`src/rtl/bus_pkg.sv`:
```
`default_nettype none
// +--------------------------------------------------------------------------+
// | Package : bus_pkg                                                        |
// | Purpose : Shared definitions for the bus transfer sequencer: source and  |
// |           destination register codes, FSM state encoding, and the code   |
// |           legality helpers used at request acceptance.                   |
// | Ports   : none (package)                                                 |
// | Rev     : 1.0  initial release                                           |
// +--------------------------------------------------------------------------+
package bus_pkg;

    localparam int CODE_W = 5;
    localparam int VEC_W  = 32;

    // Source codes (drivers of the bus)
    localparam logic [4:0] SRC_R0  = 5'd0,  SRC_R1  = 5'd1,  SRC_R2  = 5'd2,  SRC_R3  = 5'd3;
    localparam logic [4:0] SRC_R4  = 5'd4,  SRC_R5  = 5'd5,  SRC_R6  = 5'd6,  SRC_R7  = 5'd7;
    localparam logic [4:0] SRC_R8  = 5'd8,  SRC_R9  = 5'd9,  SRC_R10 = 5'd10, SRC_R11 = 5'd11;
    localparam logic [4:0] SRC_R12 = 5'd12, SRC_R13 = 5'd13, SRC_R14 = 5'd14, SRC_R15 = 5'd15;
    localparam logic [4:0] SRC_HI  = 5'd16, SRC_LO  = 5'd17, SRC_ZHI = 5'd18, SRC_ZLO = 5'd19;
    localparam logic [4:0] SRC_PC  = 5'd20, SRC_MDR = 5'd21, SRC_INPORT = 5'd22, SRC_CSIGN = 5'd23;

    // Destination codes (registers loaded from the bus)
    localparam logic [4:0] DST_R0  = 5'd0,  DST_R1  = 5'd1,  DST_R2  = 5'd2,  DST_R3  = 5'd3;
    localparam logic [4:0] DST_R4  = 5'd4,  DST_R5  = 5'd5,  DST_R6  = 5'd6,  DST_R7  = 5'd7;
    localparam logic [4:0] DST_R8  = 5'd8,  DST_R9  = 5'd9,  DST_R10 = 5'd10, DST_R11 = 5'd11;
    localparam logic [4:0] DST_R12 = 5'd12, DST_R13 = 5'd13, DST_R14 = 5'd14, DST_R15 = 5'd15;
    localparam logic [4:0] DST_HI  = 5'd16, DST_LO  = 5'd17, DST_PC  = 5'd20, DST_MDR = 5'd21;
    localparam logic [4:0] DST_MAR = 5'd24, DST_OUTPORT = 5'd25, DST_Y = 5'd26, DST_IR = 5'd27;

    typedef enum logic [2:0] {
        IDLE  = 3'd0,
        DRIVE = 3'd1,
        LATCH = 3'd2,
        DONE  = 3'd3,
        ERR   = 3'd4
    } state_t;

    function automatic logic src_legal(input logic [4:0] code);
        return code <= SRC_CSIGN;
    endfunction

    // Codes 18/19/22/23 are read-only sources; 28..31 are unassigned.
    function automatic logic dst_legal(input logic [4:0] code);
        return !(code inside {5'd18, 5'd19, 5'd22, 5'd23}) && (code <= DST_IR);
    endfunction

endpackage : bus_pkg
`default_nettype wire

```
`src/rtl/onehot_decoder.sv`:
```
`default_nettype none
// +--------------------------------------------------------------------------+
// | Module  : onehot_decoder                                                 |
// | Purpose : Registered binary-to-one-hot decoder. When en is high the      |
// |           output register loads 1<<code on the next edge, else zero.     |
// | Ports   : clock  - rising-edge clock                                     |
// |           clear  - asynchronous active-low reset                         |
// |           en     - decode enable                                         |
// |           code   - binary code to decode                                 |
// |           onehot - registered one-hot (or zero) vector                   |
// | Rev     : 1.0  initial release                                           |
// +--------------------------------------------------------------------------+
module onehot_decoder
    import bus_pkg::*;
(
    input  logic              clock,
    input  logic              clear,
    input  logic              en,
    input  logic [CODE_W-1:0] code,
    output logic [VEC_W-1:0]  onehot
);

    logic [VEC_W-1:0] onehot_d;
    logic [VEC_W-1:0] onehot_q;

    always_comb begin
        onehot_d = '0;
        if (en) begin
            onehot_d[code] = 1'b1;
        end
    end

    always_ff @(posedge clock or negedge clear) begin
        if (!clear) begin
            onehot_q <= '0;
        end else begin
            onehot_q <= onehot_d;
        end
    end

    assign onehot = onehot_q;

endmodule : onehot_decoder
`default_nettype wire

```
`src/rtl/bus_xfer_sequencer.sv`:
```
`default_nettype none
// +--------------------------------------------------------------------------+
// | Module  : bus_xfer_sequencer                                             |
// | Purpose : Sequences one register-to-register bus transfer: drives the    |
// |           one-hot source enable for DRIVE_CYCLES cycles, then holds it   |
// |           for one more cycle while pulsing the one-hot destination load. |
// |           Illegal codes are rejected with a one-cycle err pulse.         |
// | Ports   : clock, clear(async, active-low)                                |
// |           req_valid/req_ready/req_src/req_dst - request handshake        |
// |           bus_out_en - one-hot source enable to the bus encoder          |
// |           reg_in_en  - one-hot destination register load enable         |
// |           done / err - one-cycle completion / rejection pulses          |
// | Params  : DRIVE_CYCLES (1..7) cycles of source drive before the load     |
// | Macro   : BUS_XFER_BACK2BACK_EN - accept a new request in the DONE cycle |
// | Rev     : 1.0  initial release                                           |
// +--------------------------------------------------------------------------+
module bus_xfer_sequencer
    import bus_pkg::*;
#(
    parameter int DRIVE_CYCLES = 1
)
(
    input  logic              clock,
    input  logic              clear,
    input  logic              req_valid,
    output logic              req_ready,
    input  logic [CODE_W-1:0] req_src,
    input  logic [CODE_W-1:0] req_dst,
    output logic [VEC_W-1:0]  bus_out_en,
    output logic [VEC_W-1:0]  reg_in_en,
    output logic              done,
    output logic              err
);

    localparam logic [2:0] CNT_INIT = 3'(DRIVE_CYCLES - 1);

    state_t            state_q, state_d;
    logic [2:0]        cnt_q,   cnt_d;
    logic [CODE_W-1:0] src_q,   src_d;
    logic [CODE_W-1:0] dst_q,   dst_d;
    logic              ready_q, ready_d;
    logic              done_q,  done_d;
    logic              err_q,   err_d;
    logic              accept;

    // ready_q is only ever high in states that may take a request.
    assign accept = req_valid && ready_q;

    always_comb begin
        state_d = state_q;
        cnt_d   = cnt_q;
        src_d   = src_q;
        dst_d   = dst_q;

        unique case (state_q)
            IDLE:    state_d = IDLE;
            DRIVE: begin
                if (cnt_q == 3'd0) begin
                    state_d = LATCH;
                end else begin
                    cnt_d = cnt_q - 3'd1;
                end
            end
            LATCH:   state_d = DONE;
            DONE:    state_d = IDLE;
            ERR:     state_d = IDLE;
            default: state_d = IDLE;
        endcase

        // Acceptance overrides the idle/done return path.
        if (accept) begin
            src_d = req_src;
            dst_d = req_dst;
            if (src_legal(req_src) && dst_legal(req_dst)) begin
                state_d = DRIVE;
                cnt_d   = CNT_INIT;
            end else begin
                state_d = ERR;
            end
        end

        // All outputs are registered from the next state so they line up
        // with the state they describe.
        done_d = (state_d == DONE);
        err_d  = (state_d == ERR);
`ifdef BUS_XFER_BACK2BACK_EN
        ready_d = (state_d == IDLE) || (state_d == DONE);
`else
        ready_d = (state_d == IDLE);
`endif
    end

    always_ff @(posedge clock or negedge clear) begin
        if (!clear) begin
            state_q <= IDLE;
            cnt_q   <= 3'd0;
            src_q   <= '0;
            dst_q   <= '0;
            ready_q <= 1'b1;
            done_q  <= 1'b0;
            err_q   <= 1'b0;
        end else begin
            state_q <= state_d;
            cnt_q   <= cnt_d;
            src_q   <= src_d;
            dst_q   <= dst_d;
            ready_q <= ready_d;
            done_q  <= done_d;
            err_q   <= err_d;
        end
    end

    // Source stays on the bus through LATCH so the load sees a stable value.
    onehot_decoder u_src_dec (
        .clock  (clock),
        .clear  (clear),
        .en     ((state_d == DRIVE) || (state_d == LATCH)),
        .code   (src_d),
        .onehot (bus_out_en)
    );

    onehot_decoder u_dst_dec (
        .clock  (clock),
        .clear  (clear),
        .en     (state_d == LATCH),
        .code   (dst_d),
        .onehot (reg_in_en)
    );

    assign req_ready = ready_q;
    assign done      = done_q;
    assign err       = err_q;

endmodule : bus_xfer_sequencer
`default_nettype wire
```
`config.mk`:
```
export PLATFORM = sky130hd
export DESIGN_NAME = bus_xfer_sequencer
export DESIGN_NICKNAME = d
export VERILOG_FILES = /design/src/rtl/bus_pkg.sv /design/src/rtl/onehot_decoder.sv /design/src/rtl/bus_xfer_sequencer.sv
export SDC_FILE = /design/constraint.sdc
export NUM_CORES = 1
export LEC_CHECK = 0
export BUFFER_PORTS_ARGS = -buffer_cell sky130_fd_sc_hd__clkbuf_2
export CORE_MARGIN = 1.5
export CORE_UTILIZATION = 26
export CTS_CLUSTER_DIAMETER = 30
export DETAILED_ROUTE_END_ITERATION = 8
export GPL_TIMING_DRIVEN = 0
export SLEW_MARGIN = 5
export SYNTH_ARGS = -nofsm -noshare
export SYNTH_HDL_FRONTEND = slang
export SYNTH_SLANG_ARGS = --single-unit
```
`constraint.sdc`:
```
create_clock -name clock -period 5.35 [get_ports clock]
set_clock_uncertainty 0.1 [all_clocks]
set_input_delay 1.07 -clock clock [delete_from_list [all_inputs] [get_ports clock]]
set_output_delay 1.07 -clock clock [all_outputs]
set_load 0.02 [all_outputs]
```
==> metrics.txt <==
Seq/Total Area, Yosys=between 60 and 70%; hold violation count in the final report=0; Layout fillers=about 1200; GP Congestion=between 0.8 and 0.9; fmax=400 MHz; CP max FO=10; PortBufs=78; clock share of power=32.1%; Crit path required time=5430 ps; actual slew at the worst max-slew pin=922 ps; sequential share of power=41.5%; CTS tree=done; Worst R2R End=u_src_dec.onehot[17]; pin count of the biggest net entering global routing=45; Yosys cell types=35; hold_buf cts=0; vias in the first global route=~2300; hold depth=1; FF-to-FF Start=req_ready; post-CTS setup buffer count=0; CP startpoint=req_valid; final worst-path cycle share=46.8%; relative slew slack=38.5%; Vias=between 2000 and 2500; post-route insts no fill=500; Total Routing Usage GR=12.0%; Worst Reg2Reg Path Length in Cells=6; Detail Route Antenna Nets=0; share of cells above drive strength 1=approximately 30%; yosys warns=0; Tot Pwr=1.87 mW; Final setup viols=0; Syn Inst Count=262; Min-Delay Path Class=reg2reg; Synth Area per Inst=11.5 µm²; residual DRC count=0; Post-synth top flop=dfrtp_1; post-cts resize count=0; FFs w/ async S/R, synth=100%; total grt overflow=0; Final TNS setup=0 ps; #FFs+latches synth=83; Syn Nets=277; dpl cells=484; sw power=0.617 mW; die footprint=0.0123 mm²; max-cap viol count=0; VDD IR max=0.000169 V; die width=111 µm; CTS buffer count=9; DP Worst Slack=2420 ps; Worst-path clk slew=60 ps; CP Data Arrival Time=2580 ps; row cnt=39; Pleak=1.96 nW; number of synthesized flops with an enable pin=0; outcome=finished, final reports clean; DRT iter0 DRCs=110; Final #Nets=~370; max-slew violation count=0; drt pass-1 iters=4; initial antenna violation count=0; first-pass GRT wire length=11400 µm; core area=0.0114 mm²; Vias/cell=4.36; Netlist Area Pre-Place=roughly 0.003 mm²; clock buffer depth=2; final instance area=0.00391 mm²; final core occ=between 30% and 40%; switching share of power=about 33%; post-route setup slack=roughly 2800 ps; die height=approximately 110 µm; Starting Density=26.6%; internal power=~1.3 mW; final WL=6920 µm; Ports=80; Placed Area=between 0.003 and 0.004 mm²; Comb power frac=26.4%; WL/cell=around 14 µm; crit start category=primary input; # clock sinks=slightly above 80; Root Buffer=clkbuf_16; fin crit period=2500 ps; area grow syn2layout=29.3%; dpl hpwl=5090 µm; critical path capture point type=register; pwr/cell area=479 mW/mm²; Clock Latency Late Sink=roughly 330 ps; ANT cells=0; worst setup path endpoint=u_src_dec.onehot[17]; RSZ-0062 raised after global routing=no; final hold slack=401 ps; Worst Setup Path Type=in2reg; H-tree Lvls=3; Worst R2R Setup Slack=3020 ps
[registers in the layout, indices dropped and copies added, names as in the netlist, 3 cells and up]
register          flops
state_q               3
src_q                 5
u_src_dec.onehot     32
dst_q                 5
u_dst_dec.onehot     32
cnt_q                 3
[Yosys cell counts, types with 2 or more instances]
library cell,instances,area (µm²)
mux2i_1,4,40.0
dfrtp_1,82,2050
a21oi_1,4,20.0
nand2b_1,5,31.3
ha_1,2,25.0
nor2b_1,3,18.8
nor2_1,72,270
o21ai_0,9,45.0
mux2_2,3,33.8
nand3b_1,4,30.0
a32oi_1,3,26.3
nor3b_1,4,30.0
nand4b_1,3,26.3
inv_1,9,33.8
or4_1,2,15.0
buf_2,4,20.0
a211o_1,2,17.5
nand3_1,7,35.0
o31ai_1,2,15.0
nand2_1,19,71.3
and2_1,3,18.8
clkbuf_1,2,7.51
nor3_1,2,10.0
[cell families after synthesis]
family                     after synthesis  synth area share (%)
AOI/OAI and AO/OA                       25                  6.00
muxes                                    7                  2.44
xor gates and xnor gates                 1                 0.290
adders and majority gates                2                 0.828
buffers and inverters                   16                  2.28
and+or+nand+nor                        128                  19.4
DFF                                     83                  68.8
[cell type report]
class	instances	area, µm²	share of cell area (%)
flip-flops and latches	83	2080	53.2
plain buffers	7	35.0	0.896
clock buffers	11	243	6.21
repair buffers	79	413	10.6
inverters	9	33.8	0.864
multi-input cells	163	876	22.4
clock inverters	5	52.6	1.34
well taps	143	179	4.58
[layer usage]
layer | track usage (%) | vias to the layer above | routed length, µm | part of all wire [%]
met5 | 0 | - | 0 | 0
met4 | 6.32 | 0 | 182 | 2.6
met3 | 4.21 | 14 | 417 | 6.0
met2 | 19.5 | 53 | 3410 | 49
met1 | 14.1 | 1077 | 2910 | 42
li1 | - | 1036 | - | -
[power by group through the flow]
| stage | Combinational (mW) | Sequential (mW) | Clock [mW] |
|---|---|---|---|
| floorplan | 0.317 | 0.809 | 0 |
| finish | 0.494 | 0.776 | 0.601 |
| CTS | 0.506 | 0.776 | 0.621 |
| global placement | 0.490 | 0.781 | 0 |
| detailed placement | 0.505 | 0.784 | 0 |
| global route | 0.567 | 0.789 | 0.646 |
[worst min-delay path by stage]
stage / start / end / slack [ps]
2_1_floorplan: state_q[2] / state_q[1] / 330
3_3_place_gp: state_q[2] / state_q[1] / 370
3_5_place_dp: state_q[2] / state_q[1] / 370
4_1_cts: state_q[2] / state_q[1] / 390
5_1_grt: state_q[2] / state_q[1] / 410
6_report: state_q[2] / state_q[1] / 400
[layout by cell type (no fill, tap or decap), types with 4 or more instances in the layout]
master      n
a21oi_1     4
buf_2       4
clkbuf_16   9
clkbuf_2   77
dfrtp_1    82
inv_1       9
mux2i_1     4
nand2_1    19
nand2b_1    5
nand3_1     7
nand3b_1    4
nor2_1     72
nor3b_1     4
o21ai_0     9
[critical path, stage by stage]
cell and delay [ps]:
buf_2 170, and2_1 160, buf_4 180, nor2_1 130, a32oi_1 740, nor2_1 120
Note: power is estimated with default switching activity, not from simulation.
